<file path="config.mk">
export PLATFORM = sky130hd
export DESIGN_NAME = framed_tx1101
export DESIGN_NICKNAME = d
export VERILOG_FILES = /design/src/rtl/tx1101_pkg.sv /design/src/rtl/tx1101_stuff_ctl.sv /design/src/rtl/framed_tx1101.sv
export SDC_FILE = /design/constraint.sdc
export NUM_CORES = 1
export LEC_CHECK = 0
export CAP_MARGIN = 20
export CELL_PAD_IN_SITES_DETAIL_PLACEMENT = 0
export CELL_PAD_IN_SITES_GLOBAL_PLACEMENT = 1
export CORE_AREA = 5 5 61 73
export DETAILED_ROUTE_END_ITERATION = 8
export DIE_AREA = 0 0 66 78
export GPL_TIMING_DRIVEN = 0
export PLACE_DENSITY = 0.66
export SLEW_MARGIN = 20
export SYNTH_ARGS = -nofsm -noshare
export SYNTH_HDL_FRONTEND = slang
export SYNTH_HIERARCHICAL = 1
export SYNTH_SLANG_ARGS = --single-unit
export TNS_END_PERCENT = 50
</file>
<file path="constraint.sdc">
create_clock -name clk -period 5.2 [get_ports clk]
set_input_delay 1.04 -clock clk [delete_from_list [all_inputs] [get_ports clk]]
set_output_delay 1.04 -clock clk [all_outputs]
set_load 0.1 [all_outputs]
</file>
<file path="src/rtl/tx1101_pkg.sv">
// Shared definitions for the framed 1101 serial transmitter.
//   t_enum_tx1101 : transmitter FSM state (2-bit encoding)
//   PREAMBLE      : sync pattern sent at the start of every frame
//   STUFF_TRIG    : bit history that would let the next 1 complete a 1101
package tx1101_pkg;

   typedef enum logic [1:0] {
      IDLE = 2'd0,
      PRE  = 2'd1,
      PAY  = 2'd2,
      GAP  = 2'd3
   } t_enum_tx1101;

   localparam logic [3:0] PREAMBLE   = 4'b1101;
   localparam logic [2:0] STUFF_TRIG = 3'b110;

endpackage

</file>
<file path="src/rtl/tx1101_stuff_ctl.sv">
// Stuff-bit controller: tracks the last three bits placed on the line and
// requests a stuff zero whenever they read 110, since a following 1 would
// otherwise recreate the sync pattern inside the payload.
// Ports:
//   clk, rst   : clock, synchronous active-high reset
//   clr        : clear history at frame start
//   bit_vld    : a line bit is emitted this cycle
//   bit_val    : value of that emitted bit
//   stuff_req  : history equals 110, next bit must be a stuff zero
module tx1101_stuff_ctl
   import tx1101_pkg::*;
(
   input  logic clk,
   input  logic rst,
   input  logic clr,
   input  logic bit_vld,
   input  logic bit_val,
   output logic stuff_req
);

   logic [2:0] hist;

   always_ff @(posedge clk) begin
      if (rst || clr) begin
         hist <= 3'b000;
      end else if (bit_vld) begin
         hist <= {hist[1:0], bit_val};
      end
   end

   assign stuff_req = (hist == STUFF_TRIG);

endmodule

</file>
<file path="src/rtl/framed_tx1101.sv">
// Framed serial transmitter feeding a 1101 sequence detector.
// A word accepted over valid/ready is sent as the sync pattern 1101, then
// the payload MSB-first with stuff zeros so 1101 never appears outside the
// sync pattern, then GAP_BITS forced zeros.
// Ports:
//   clk, rst    : clock, synchronous active-high reset
//   in_data     : payload word, taken when in_valid && in_ready
//   in_valid    : upstream word available
//   in_ready    : high only while idle (combinational from state)
//   out_bit     : registered serial line bit
//   tx_active   : registered, line carries preamble/payload/stuff
//   stuff_flag  : registered, current line bit is a stuff zero
//   frame_done  : registered one-cycle pulse on the last gap bit
module framed_tx1101
   import tx1101_pkg::*;
#(
   parameter int DATA_W   = 8,
   parameter int GAP_BITS = 2
) (
   input  logic              clk,
   input  logic              rst,
   input  logic [DATA_W-1:0] in_data,
   input  logic              in_valid,
   output logic              in_ready,
   output logic              out_bit,
   output logic              tx_active,
   output logic              stuff_flag,
   output logic              frame_done
);

   localparam int CNT_W = $clog2(DATA_W + 1);
   localparam int GAP_W = $clog2(GAP_BITS + 1);

   t_enum_tx1101      state, state_nxt;
   logic [1:0]        pre_idx, pre_idx_nxt;
   logic [CNT_W-1:0]  bit_cnt, bit_cnt_nxt;
   logic [GAP_W-1:0]  gap_cnt, gap_cnt_nxt;
   logic [DATA_W-1:0] shreg;

   logic out_bit_nxt, tx_active_nxt, stuff_flag_nxt, frame_done_nxt;
   logic load, shift, emit, hist_clr, stuff_req;

   tx1101_stuff_ctl u_stuff (
      .clk       (clk),
      .rst       (rst),
      .clr       (hist_clr),
      .bit_vld   (emit),
      .bit_val   (out_bit_nxt),
      .stuff_req (stuff_req)
   );

   // State and registered line outputs
   always_ff @(posedge clk) begin
      if (rst) begin
         state      <= IDLE;
         pre_idx    <= 2'd0;
         bit_cnt    <= '0;
         gap_cnt    <= '0;
         out_bit    <= 1'b0;
         tx_active  <= 1'b0;
         stuff_flag <= 1'b0;
         frame_done <= 1'b0;
      end else begin
         state      <= state_nxt;
         pre_idx    <= pre_idx_nxt;
         bit_cnt    <= bit_cnt_nxt;
         gap_cnt    <= gap_cnt_nxt;
         out_bit    <= out_bit_nxt;
         tx_active  <= tx_active_nxt;
         stuff_flag <= stuff_flag_nxt;
         frame_done <= frame_done_nxt;
      end
   end

   // Payload shift register is pure data and carries no reset
   always_ff @(posedge clk) begin
      if (load) begin
         shreg <= in_data;
      end else if (shift) begin
         shreg <= shreg << 1;
      end
   end

   // Next-state and next-output logic
   always_comb begin
      state_nxt      = state;
      pre_idx_nxt    = pre_idx;
      bit_cnt_nxt    = bit_cnt;
      gap_cnt_nxt    = gap_cnt;
      out_bit_nxt    = 1'b0;
      tx_active_nxt  = 1'b0;
      stuff_flag_nxt = 1'b0;
      frame_done_nxt = 1'b0;
      load           = 1'b0;
      shift          = 1'b0;
      emit           = 1'b0;
      hist_clr       = 1'b0;
      in_ready       = 1'b0;

      case (state)
         IDLE: begin
            in_ready = 1'b1;
            if (in_valid) begin
               load        = 1'b1;
               hist_clr    = 1'b1;
               pre_idx_nxt = 2'd0;
               bit_cnt_nxt = '0;
               gap_cnt_nxt = '0;
               state_nxt   = PRE;
            end
         end
         PRE: begin
            out_bit_nxt   = PREAMBLE[2'd3 - pre_idx];
            tx_active_nxt = 1'b1;
            emit          = 1'b1;
            pre_idx_nxt   = pre_idx + 2'd1;
            if (pre_idx == 2'd3) begin
               state_nxt = PAY;
            end
         end
         PAY: begin
            tx_active_nxt = 1'b1;
            emit          = 1'b1;
            // The state leaves PAY on the last payload bit, so being here
            // guarantees at least one payload bit is still pending.
            if (stuff_req) begin
               stuff_flag_nxt = 1'b1;
            end else begin
               out_bit_nxt = shreg[DATA_W-1];
               shift       = 1'b1;
               bit_cnt_nxt = bit_cnt + 1'b1;
               if (bit_cnt == CNT_W'(DATA_W - 1)) begin
                  state_nxt = GAP;
               end
            end
         end
         GAP: begin
            gap_cnt_nxt = gap_cnt + 1'b1;
            if (gap_cnt == GAP_W'(GAP_BITS - 1)) begin
               frame_done_nxt = 1'b1;
               state_nxt      = IDLE;
            end
         end
         default: begin
            state_nxt = IDLE;
         end
      endcase
   end

endmodule

</file>
==> qor.tcl, run 1 <==
set qor(status) {completed}
set qor(fin_crit_ns) 3.13
set qor(start_util_pct) 33.8
set qor(layout.filler_cells) 361
set qor(area_delta_synth_final_pct) 21.2
set qor(power.static_leakage_uw) 0.000565
set qor(ir_drop_mv) 0.139
set qor(vias) 865
set qor(powerDensity_nw_per_um2) 526
set qor(cts_setup_buffers) 0
set qor(wirelength_met1_mm) 1.00
set qor(drtAntennaViolNets) 0
set qor(timing.setup.tns_ns) 0
set qor(synth_seq_area_share_pct) 47.2
set qor(cp.required_ns) 4.16
set qor(gp_congestion) 0.676
set qor(met3RoutedLength_um) 110
set qor(layout-drive-gt1-share_pct) 11.7
set qor(placement.io_buffers) 15
set qor(vias_in_the_first_global_route) 904
set qor(die-width_um) 66
set qor(route.detailed.wl_per_inst_um) 12.3
set qor(die_y_um) 78
set qor(drtIter0Drc) 34
set qor(setup-violations-final) 0
set qor(fin_skew_ns) 0.00512
set qor(post_synth_instance_area_um2) 1230
set qor(min_path_type) {flip-flop to flip-flop}
set qor(clkTransAtPathRegs_ns) 0.09
set qor(cts_root_buffer) {clkbuf_8}
set qor(antenna_cells_inserted) 0
set qor(crit_path_end_kind) {primary output}
set qor(drc) 0
set qor(synth_seq_cells) 25
set qor(max_freq_ghz) 0.320
set qor(synthesis.area_per_instance_um2) 10.4
set qor(drv.max_cap_violation_count) 0
set qor(globalRouteTotalUtil_pct) 9.96
set qor(htree_num_levels) 1
set qor(post_route_fraction_of_the_period_consumed_by_the_critical_path_pct) 60.1
set qor(cts_tree) {done}
set qor(start_kind) {flip-flop}
set qor(tightestPinTransition_ns) 0.975
set qor(cts.hold.buffers_added) 0
set qor(synth-warning-count) 6
set qor(critical_path_arrival_ns) 2.09
set qor(report.final.slew_viol_count) 0
set qor(fp-row-count) 24
set qor(floorplan.core_area_um2) 3630
set qor(grt.overflow.total) 0
set qor(design.die.area_um2) 5150
set qor(grt_start_max_net_pins) 14
set qor(cts.path.max_buffers) 2
set qor(crit_path_max_fanout) 4
set qor(io-pin-count) 16
set qor(ctsResizeCount) 0
set qor(synthesis.nets) 138
set qor(numCtsBuffers) 3
set qor(synth_cell_type_count) 36
set qor(number_of_antenna_violations_at_the_first_check_in_global_routing) 0
set qor(met2_wirelength_from_detailed_routing_mm) 1.19
set qor(worst_skew_pair.late_latency_ns) 0.26
set qor(drtPass1Iterations) 3
set qor(synth_cells) 118
set qor(timing.max_slew.rel_slack_pct) 34.8
set qor(route.top_layer_used) {met4}
set qor(total_power_uw) 783
set qor(layout.nets) 158
set qor(route.detailed.vias_per_inst) 4.58
set qor(worst-setup-path-type) {flip-flop to primary output}
set qor(post-dp-hpwl_mm) 1.77
set qor(cts.sink_count) 25
set qor(grt_setup_unrepaired) {false}
set qor(finalHoldViolCount) 0
set qor(grt_first_pass_wirelength_mm) 3.97
set qor(wirelength_mm) 2.33
## Yosys cell counts
cell type / count / area, µm²
a211oi_1: 1 / 7.51
a21oi_1: 7 / 35.0
a2bb2oi_1: 1 / 8.76
a41o_1: 1 / 10.0
and2_1: 3 / 18.8
and3_1: 1 / 6.26
and4b_1: 1 / 10.0
buf_2: 1 / 5.00
buf_6: 1 / 11.3
clkbuf_1: 1 / 3.75
dfxtp_1: 17 / 340
edfxtp_1: 8 / 240
ha_1: 9 / 113
inv_1: 9 / 33.8
mux2_1: 1 / 11.3
mux2_2: 7 / 78.8
mux2i_1: 3 / 30.0
nand2_1: 9 / 33.8
nand2b_1: 1 / 6.26
nand2b_2: 1 / 8.76
nand3_1: 2 / 10.0
nand3b_1: 2 / 15.0
nand4_1: 1 / 6.26
nand4b_1: 1 / 8.76
nor2_1: 8 / 30.0
nor2_2: 1 / 6.26
nor2b_1: 1 / 6.26
nor2b_4: 1 / 13.8
nor3_1: 7 / 35.0
nor4b_4: 1 / 23.8
o21ai_0: 5 / 25.0
o21bai_1: 1 / 7.51
o22ai_1: 1 / 6.26
or3_1: 1 / 6.26
xnor2_1: 1 / 8.76
xor2_1: 1 / 8.76
## kinds of logic (layout without fill, tap and decap cells)
kind of cell / after synthesis / count (layout) / share of synthesized area, %
AND/OR/NAND/NOR: 42 / 42 / 19.9
XOR/XNOR: 2 / 2 / 1.42
adder cells (fa/ha/maj): 9 / 9 / 9.16
AO/OA/AOI/OAI: 17 / 17 / 8.14
multiplexers: 11 / 11 / 9.77
flip-flops: 25 / 25 / 47.2
buffers and inverters: 12 / 31 / 4.37
## critical path, cell delays in order (launching register included)
cell	delay, ns
dfxtp_1	0.34
inv_1	0.13
ha_1	0.21
clkdlybuf4s50_1	1.14
## metrics by stage
step	area (µm²)	hold WS, ns	worst slack, ns	util (%)	instances
after floorplan	1230	0.449	2.80	-	118
final	1490	0.481	2.07	41.0	189
after global routing	1490	0.509	1.99	41.0	189
after detailed placement	1450	0.475	2.32	39.8	185
after CTS	1490	0.488	2.04	41.0	189
after global placement	1450	0.459	2.35	39.8	185
## path summary, 6_finish.rpt
kind	start	end	slack, ns	depth (start not counted)
max	state[0]	in_ready	2.07	3
min	gap_cnt[0]	gap_cnt[0]	0.48	2
max reg2reg	state[0]	shreg[4]	3.27	5
min reg2reg	gap_cnt[0]	gap_cnt[0]	0.48	2
## cells in the final DEF, fill, tap and decap left out, drive strengths merged, types with 3 or more instances in the layout
cell,count
nand2,9
nor2,9
o21ai,5
mux2i,3
and2,3
nor3,7
dfxtp,17
clkbuf,5
clkdlybuf4s50,15
ha,9
inv,9
mux2,8
edfxtp,8
a21oi,7
## metal layers
metal	track usage, %	vias up
li1	-	447
met1	11.0	408
met2	17.4	8
met3	3.03	2
met4	4.27	0
met5	0	-
## cell type report
cell class	count	area, µm²	area share (%)
Clock buffer	4	45.0	3.02
Sequential cell	25	581	39.0
Buffer	3	20.0	1.34
Tap cell	52	65.1	4.37
Timing Repair Buffer	15	150	10.1
Inverter	9	33.8	2.27
Multi-Input combinational cell	81	596	40.0
## flip-flops by register name, indices dropped and copies added, names as in the netlist
| register | cells |
|---|---|
| u_stuff/hist | 3 |
| tx_active | 1 |
| out_bit | 1 |
| bit_cnt | 4 |
| state | 2 |
| frame_done | 1 |
| pre_idx | 2 |
| shreg | 8 |
| gap_cnt | 2 |
| stuff_flag | 1 |
## power breakdown
part / leakage [µW] / switching, µW / internal [µW] / total (µW)
Combinational: 0.000328 / 237 / 139 / 376
Sequential: 0.000215 / 21.6 / 273 / 295
Clock: 0.0000228 / 58.1 / 54.7 / 113
Note: power is estimated with default switching activity, not from simulation.
==> inputs of run 2 (changes only) <==
--- a/config.mk
+++ b/config.mk
@@ -12,7 +12,7 @@
 export DETAILED_ROUTE_END_ITERATION = 8
 export DIE_AREA = 0 0 66 78
 export GPL_TIMING_DRIVEN = 0
-export PLACE_DENSITY = 0.66
+export PLACE_DENSITY = 0.68
 export SLEW_MARGIN = 20
 export SYNTH_ARGS = -nofsm -noshare
 export SYNTH_HDL_FRONTEND = slang
==> constraint.sdc (replaced) <==
create_clock -name clk -period 2.66 [get_ports clk]
set_input_delay 0.532 -clock clk [delete_from_list [all_inputs] [get_ports clk]]
set_output_delay 0.532 -clock clk [all_outputs]
set_load 0.1 [all_outputs]
==> qor.tcl, run 2 (synthesis results as in run 1) <==
set qor(status) {completed}
set qor(crit_path_end_kind) {primary output}
set qor(vias) 869
set qor(start_util_pct) 33.8
set qor(setup-violations-final) 0
set qor(cts.path.max_buffers) 2
set qor(drv.max_cap_violation_count) 0
set qor(power.static_leakage_uw) 0.000570
set qor(fp-row-count) 24
set qor(htree_num_levels) 1
set qor(intPower_uw) 910
set qor(route.detailed.wl_per_inst_um) 12.6
set qor(critical_path_cell_list) {clkdlybuf4s50_1}
set qor(cts.hold.buffers_added) 0
set qor(power_switching_share_pct) 41.1
set qor(critical_path.n_buffers_inverters) 1
set qor(ir_drop_mv) 0.259
set qor(route.detailed.vias_per_inst) 4.60
set qor(io-pin-count) 16
set qor(layout_commonest_cell) {dfxtp_1}
set qor(powerDensity_nw_per_um2) 1030
set qor(wirelength_mm) 2.38
set qor(max_freq_ghz) 0.444
set qor(p_comb_share_pct) 47.7
set qor(share_seq_of_total_power_pct) 37.4
set qor(drtIter0Drc) 29
set qor(fin_skew_ns) 0.00510
set qor(drtPass1Iterations) 4
set qor(cts.sink_count) 25
set qor(drc) 0
set qor(gp_congestion) 0.752
set qor(worst_skew_pair.late_latency_ns) 0.27
set qor(number_of_antenna_violations_at_the_first_check_in_global_routing) 0
set qor(design.die.area_um2) 5150
set qor(post_route_fraction_of_the_period_consumed_by_the_critical_path_pct) 84.8
set qor(layout_common_cells) {dfxtp_1 (17), clkdlybuf4s50_1 (14), nand2_1 (9), inv_1 (9), ha_1 (9)}
set qor(vias_in_the_first_global_route) 882
set qor(post-dp-hpwl_mm) 1.83
set qor(critPathSlowestCell) {clkdlybuf4s50_1}
set qor(critical-path-top-delay-family) {buffers and inverters}
set qor(total_switching_power_uw) 635
set qor(cts_tree) {done}
set qor(crit_path_max_incr_delay_ns) 1.13
set qor(largest_reg_flops) 8
set qor(final_core_utilization_pct) 41.2
set qor(grt_first_pass_wirelength_mm) 3.97
set qor(registers.top_by_ff_count) {shreg}
set qor(globalRouteTotalUtil_pct) 10.1
set qor(area_delta_synth_final_pct) 21.7
set qor(die_y_um) 78
set qor(power.share.clock_pct) 14.9
set qor(grt.overflow.total) 0
set qor(report.final.slew_viol_count) 0
set qor(cts_root_buffer) {clkbuf_8}
set qor(timing.setup.tns_ns) 0
set qor(layout.nets) 158
set qor(crit_path_max_fanout) 1
set qor(drtAntennaViolNets) 0
set qor(grt_start_max_net_pins) 16
set qor(layout-drive-gt1-share_pct) 12.4
set qor(placement.io_buffers) 15
set qor(numCtsBuffers) 3
set qor(timing.max_slew.rel_slack_pct) 34.6
set qor(critical_path_arrival_ns) 1.72
set qor(antenna_cells_inserted) 0
set qor(floorplan.core_area_um2) 3630
set qor(die-width_um) 66
set qor(min_path_type) {flip-flop to flip-flop}
set qor(layout.filler_cells) 364
set qor(worst-setup-path-type) {flip-flop to primary output}
set qor(fin_crit_ns) 2.25
set qor(tightestPinTransition_ns) 0.977
set qor(clkTransAtPathRegs_ns) 0.09
set qor(grt_setup_unrepaired) {false}
set qor(start_kind) {flip-flop}
set qor(reg_top3) {shreg: 8 flops, bit_cnt: 4 flops, u_stuff/hist: 3 flops}
set qor(finalHoldViolCount) 0
set qor(cp.required_ns) 2.13
set qor(timing.reg2reg.setup_slack_ns) 0.73
==> run 2: path summary, 6_finish.rpt <==
kind,start,end,depth (start not counted)
max reg2reg,state[0],shreg[0],5
min reg2reg,pre_idx[0],pre_idx[0],2
max,frame_done,frame_done,1
min,pre_idx[0],pre_idx[0],2
==> run 2: area by class of cell <==
| type | count | area [µm²] | share of cell area [%] |
|---|---|---|---|
| Timing Repair Buffer | 15 | 153 | 10.2 |
| Inverter | 9 | 33.8 | 2.26 |
| Clock inverter | 1 | 7.51 | 0.502 |
| Multi-Input combinational cell | 81 | 596 | 39.8 |
| Buffer | 3 | 20.0 | 1.34 |
| Tap cell | 52 | 65.1 | 4.35 |
| Sequential cell | 25 | 581 | 38.8 |
| Clock buffer | 3 | 41.3 | 2.76 |
==> run 2: power by group through the flow <==
stage / clock network, µW / logic, µW / registers [µW]
6_report: 230 / 737 / 578
3_5_place_dp: 0 / 742 / 589
2_1_floorplan: 0 / 515 / 650
3_3_place_gp: 0 / 737 / 582
5_1_grt: 253 / 799 / 588
4_1_cts: 239 / 746 / 581
==> run 2: per-layer routing <==
metal  share of wire, %  GRT usage, %  vias up
li1                   -             -      450
met1                 44          11.9      402
met2                 49          16.5       12
met3                4.7          2.75        5
met4                2.2          5.49        0
met5                  0             0        -
==> run 2: repair_timing <==
item                                    in CTS  in global routing
endpoints found under the setup margin       0                  1
resized for setup                            0                  1
setup buffers                                0                  0
==> run 2: per-stage QoR <==
stage	area, µm²	hold slack (ns)	power, µW	setup WS (ns)	instances
2_1_floorplan	1230	0.449	1170	0.265	118
3_3_place_gp	1450	0.458	1320	0.326	185
3_5_place_dp	1450	0.471	1330	0.290	185
4_1_cts	1490	0.484	1570	0.0111	189
5_1_grt	1500	0.501	1640	0.349	189
6_report	1500	0.477	1550	0.405	189
==> inputs of run 3 (changes only) <==
==> constraint.sdc (replaced) <==
create_clock -name clk -period 2 [get_ports clk]
set_input_delay 0.4 -clock clk [delete_from_list [all_inputs] [get_ports clk]]
set_output_delay 0.4 -clock clk [all_outputs]
set_load 0.1 [all_outputs]
==> qor.tcl, run 3 (synthesis results as in run 1) <==
set qor(drv.max_cap_violation_count) 0
set qor(grt.overflow.total) 0
set qor(cts_setup_buffers) 0
set qor(post_route_fraction_of_the_period_consumed_by_the_critical_path_pct) 94.2
set qor(pre_cts_slack_ns) -0.253
set qor(cts.hold.buffers_added) 0
set qor(layout.filler_cells) 362
set qor(cts_root_buffer) {clkbuf_8}
set qor(grt_first_pass_wirelength_mm) 4.17
set qor(placed_standard_cell_area_um2) 1460
set qor(gp_congestion) 0.702
set qor(numCtsBuffers) 3
set qor(crit_path_end_kind) {primary output}
set qor(wirelength_mm) 2.43
set qor(timing.max_slew.rel_slack_pct) 35.8
set qor(powerDensity_nw_per_um2) 1380
set qor(number_of_antenna_violations_at_the_first_check_in_global_routing) 0
set qor(cts.path.max_buffers) 2
set qor(die_y_um) 78
set qor(grt_start_max_net_pins) 15
set qor(placement.io_buffers) 15
set qor(area_delta_synth_final_pct) 22.3
set qor(antenna_cells_inserted) 0
set qor(layout_common_cells) {dfxtp_1 (17), clkdlybuf4s50_1 (10), nand2_1 (9), inv_1 (9)}
set qor(fin_crit_ns) 1.88
set qor(registers.top_by_ff_count) {shreg}
set qor(route.detailed.vias_per_inst) 4.73
set qor(drc) 0
set qor(status) {completed}
set qor(crit_path_max_fanout) 4
set qor(layout-drive-gt1-share_pct) 14.6
set qor(drtIter0Drc) 34
set qor(layout_commonest_cell) {dfxtp_1}
set qor(cts.sink_count) 25
set qor(setup-violations-final) 0
set qor(ir_drop_mv) 0.436
set qor(route.detailed.wl_per_inst_um) 12.8
set qor(reg_top3) {shreg: 8 flops, bit_cnt: 4 flops, u_stuff/hist: 3 flops}
set qor(worst-setup-path-type) {flip-flop to primary output}
set qor(globalRouteTotalUtil_pct) 10.5
set qor(worst_skew_pair.late_latency_ns) 0.27
set qor(layout.nets) 158
set qor(vias) 894
set qor(setup_slack_ns) 0.115
set qor(max_freq_ghz) 0.531
set qor(largest_reg_flops) 8
set qor(htree_num_levels) 1
set qor(cts_tree) {done}
set qor(clkTransAtPathRegs_ns) 0.09
set qor(crit_path_max_incr_delay_ns) 0.55
set qor(finish.instance_area_um2) 1500
set qor(fp-row-count) 24
set qor(io-pin-count) 16
set qor(critPathSlowestCell) {clkdlybuf4s15_2}
set qor(drtAntennaViolNets) 0
set qor(start_kind) {flip-flop}
set qor(vias_in_the_first_global_route) 909
set qor(critical_path_arrival_ns) 1.48
set qor(total_power_uw) 2080
set qor(min_path_type) {flip-flop to flip-flop}
set qor(drtPass1Iterations) 4
set qor(die-width_um) 66
set qor(power.static_leakage_uw) 0.000590
set qor(cp.required_ns) 1.60
set qor(critical_path_cell_list) {inv_1, ha_4, clkdlybuf4s15_2}
set qor(tightestPinTransition_ns) 0.966
set qor(post-dp-hpwl_mm) 1.86
set qor(grt_setup_unrepaired) {false}
set qor(design.die.area_um2) 5150
set qor(start_util_pct) 33.8
set qor(report.final.slew_viol_count) 0
set qor(fin_skew_ns) 0.00740
set qor(timing.setup.tns_ns) 0
set qor(floorplan.core_area_um2) 3630
set qor(finalHoldViolCount) 0
run 3: power by group:
part           switching (µW)  internal [µW]
combinational             636            378
sequential               53.5            709
clock                     162            139
total                     852           1230
run 3: cell type report:
type | instances | area, µm² | area share, %
Buffer | 3 | 20.0 | 1.33
Clock buffer | 3 | 41.3 | 2.75
Clock inverter | 1 | 5.00 | 0.333
Inverter | 9 | 33.8 | 2.25
Multi-Input combinational cell | 81 | 612 | 40.7
Sequential cell | 25 | 581 | 38.6
Tap cell | 52 | 65.1 | 4.33
Timing Repair Buffer | 15 | 146 | 9.73
run 3: per-stage QoR:
step                      std cells  utilization (%)  hold slack [ns]
after detailed placement        185             40.1            0.469
after global routing            189             41.4            0.505
final                           189             41.4            0.477
after CTS                       189             41.3            0.482
after floorplan                 118                -            0.449
after global placement          185             40.1            0.459
run 3: metal layers:
metal / track usage, % / vias to the layer above / part of all wire (%)
met5: 0 / - / 0
met4: 5.69 / 0 / 2.1
met3: 1.88 / 5 / 3.5
met2: 18.4 / 14 / 52
met1: 11.7 / 423 / 42
li1: - / 452 / -
run 3: worst paths after layout:
check	from	to	slack, ns	cells after the start
setup / recovery	state[0]	in_ready	0.12	3
hold / removal	gap_cnt[0]	gap_cnt[0]	0.48	2
setup reg to reg	state[0]	shreg[5]	0.26	5
hold reg to reg	gap_cnt[0]	gap_cnt[0]	0.48	2
run 3: critical path, delay by kind of cell, from the launching register on:
family	cells	cell delay [ns]
buffers and inverters	2	0.71
flip-flops	1	0.34
adder cells (fa/ha/maj)	1	0.17
run 3: timing repair:
action | 4_1_cts | 5_1_grt
pin swaps | 0 | 0
gates resized for setup | 8 | 1
endpoints found under the setup margin | 13 | 8
endpoints found under the hold margin | 0 | 0
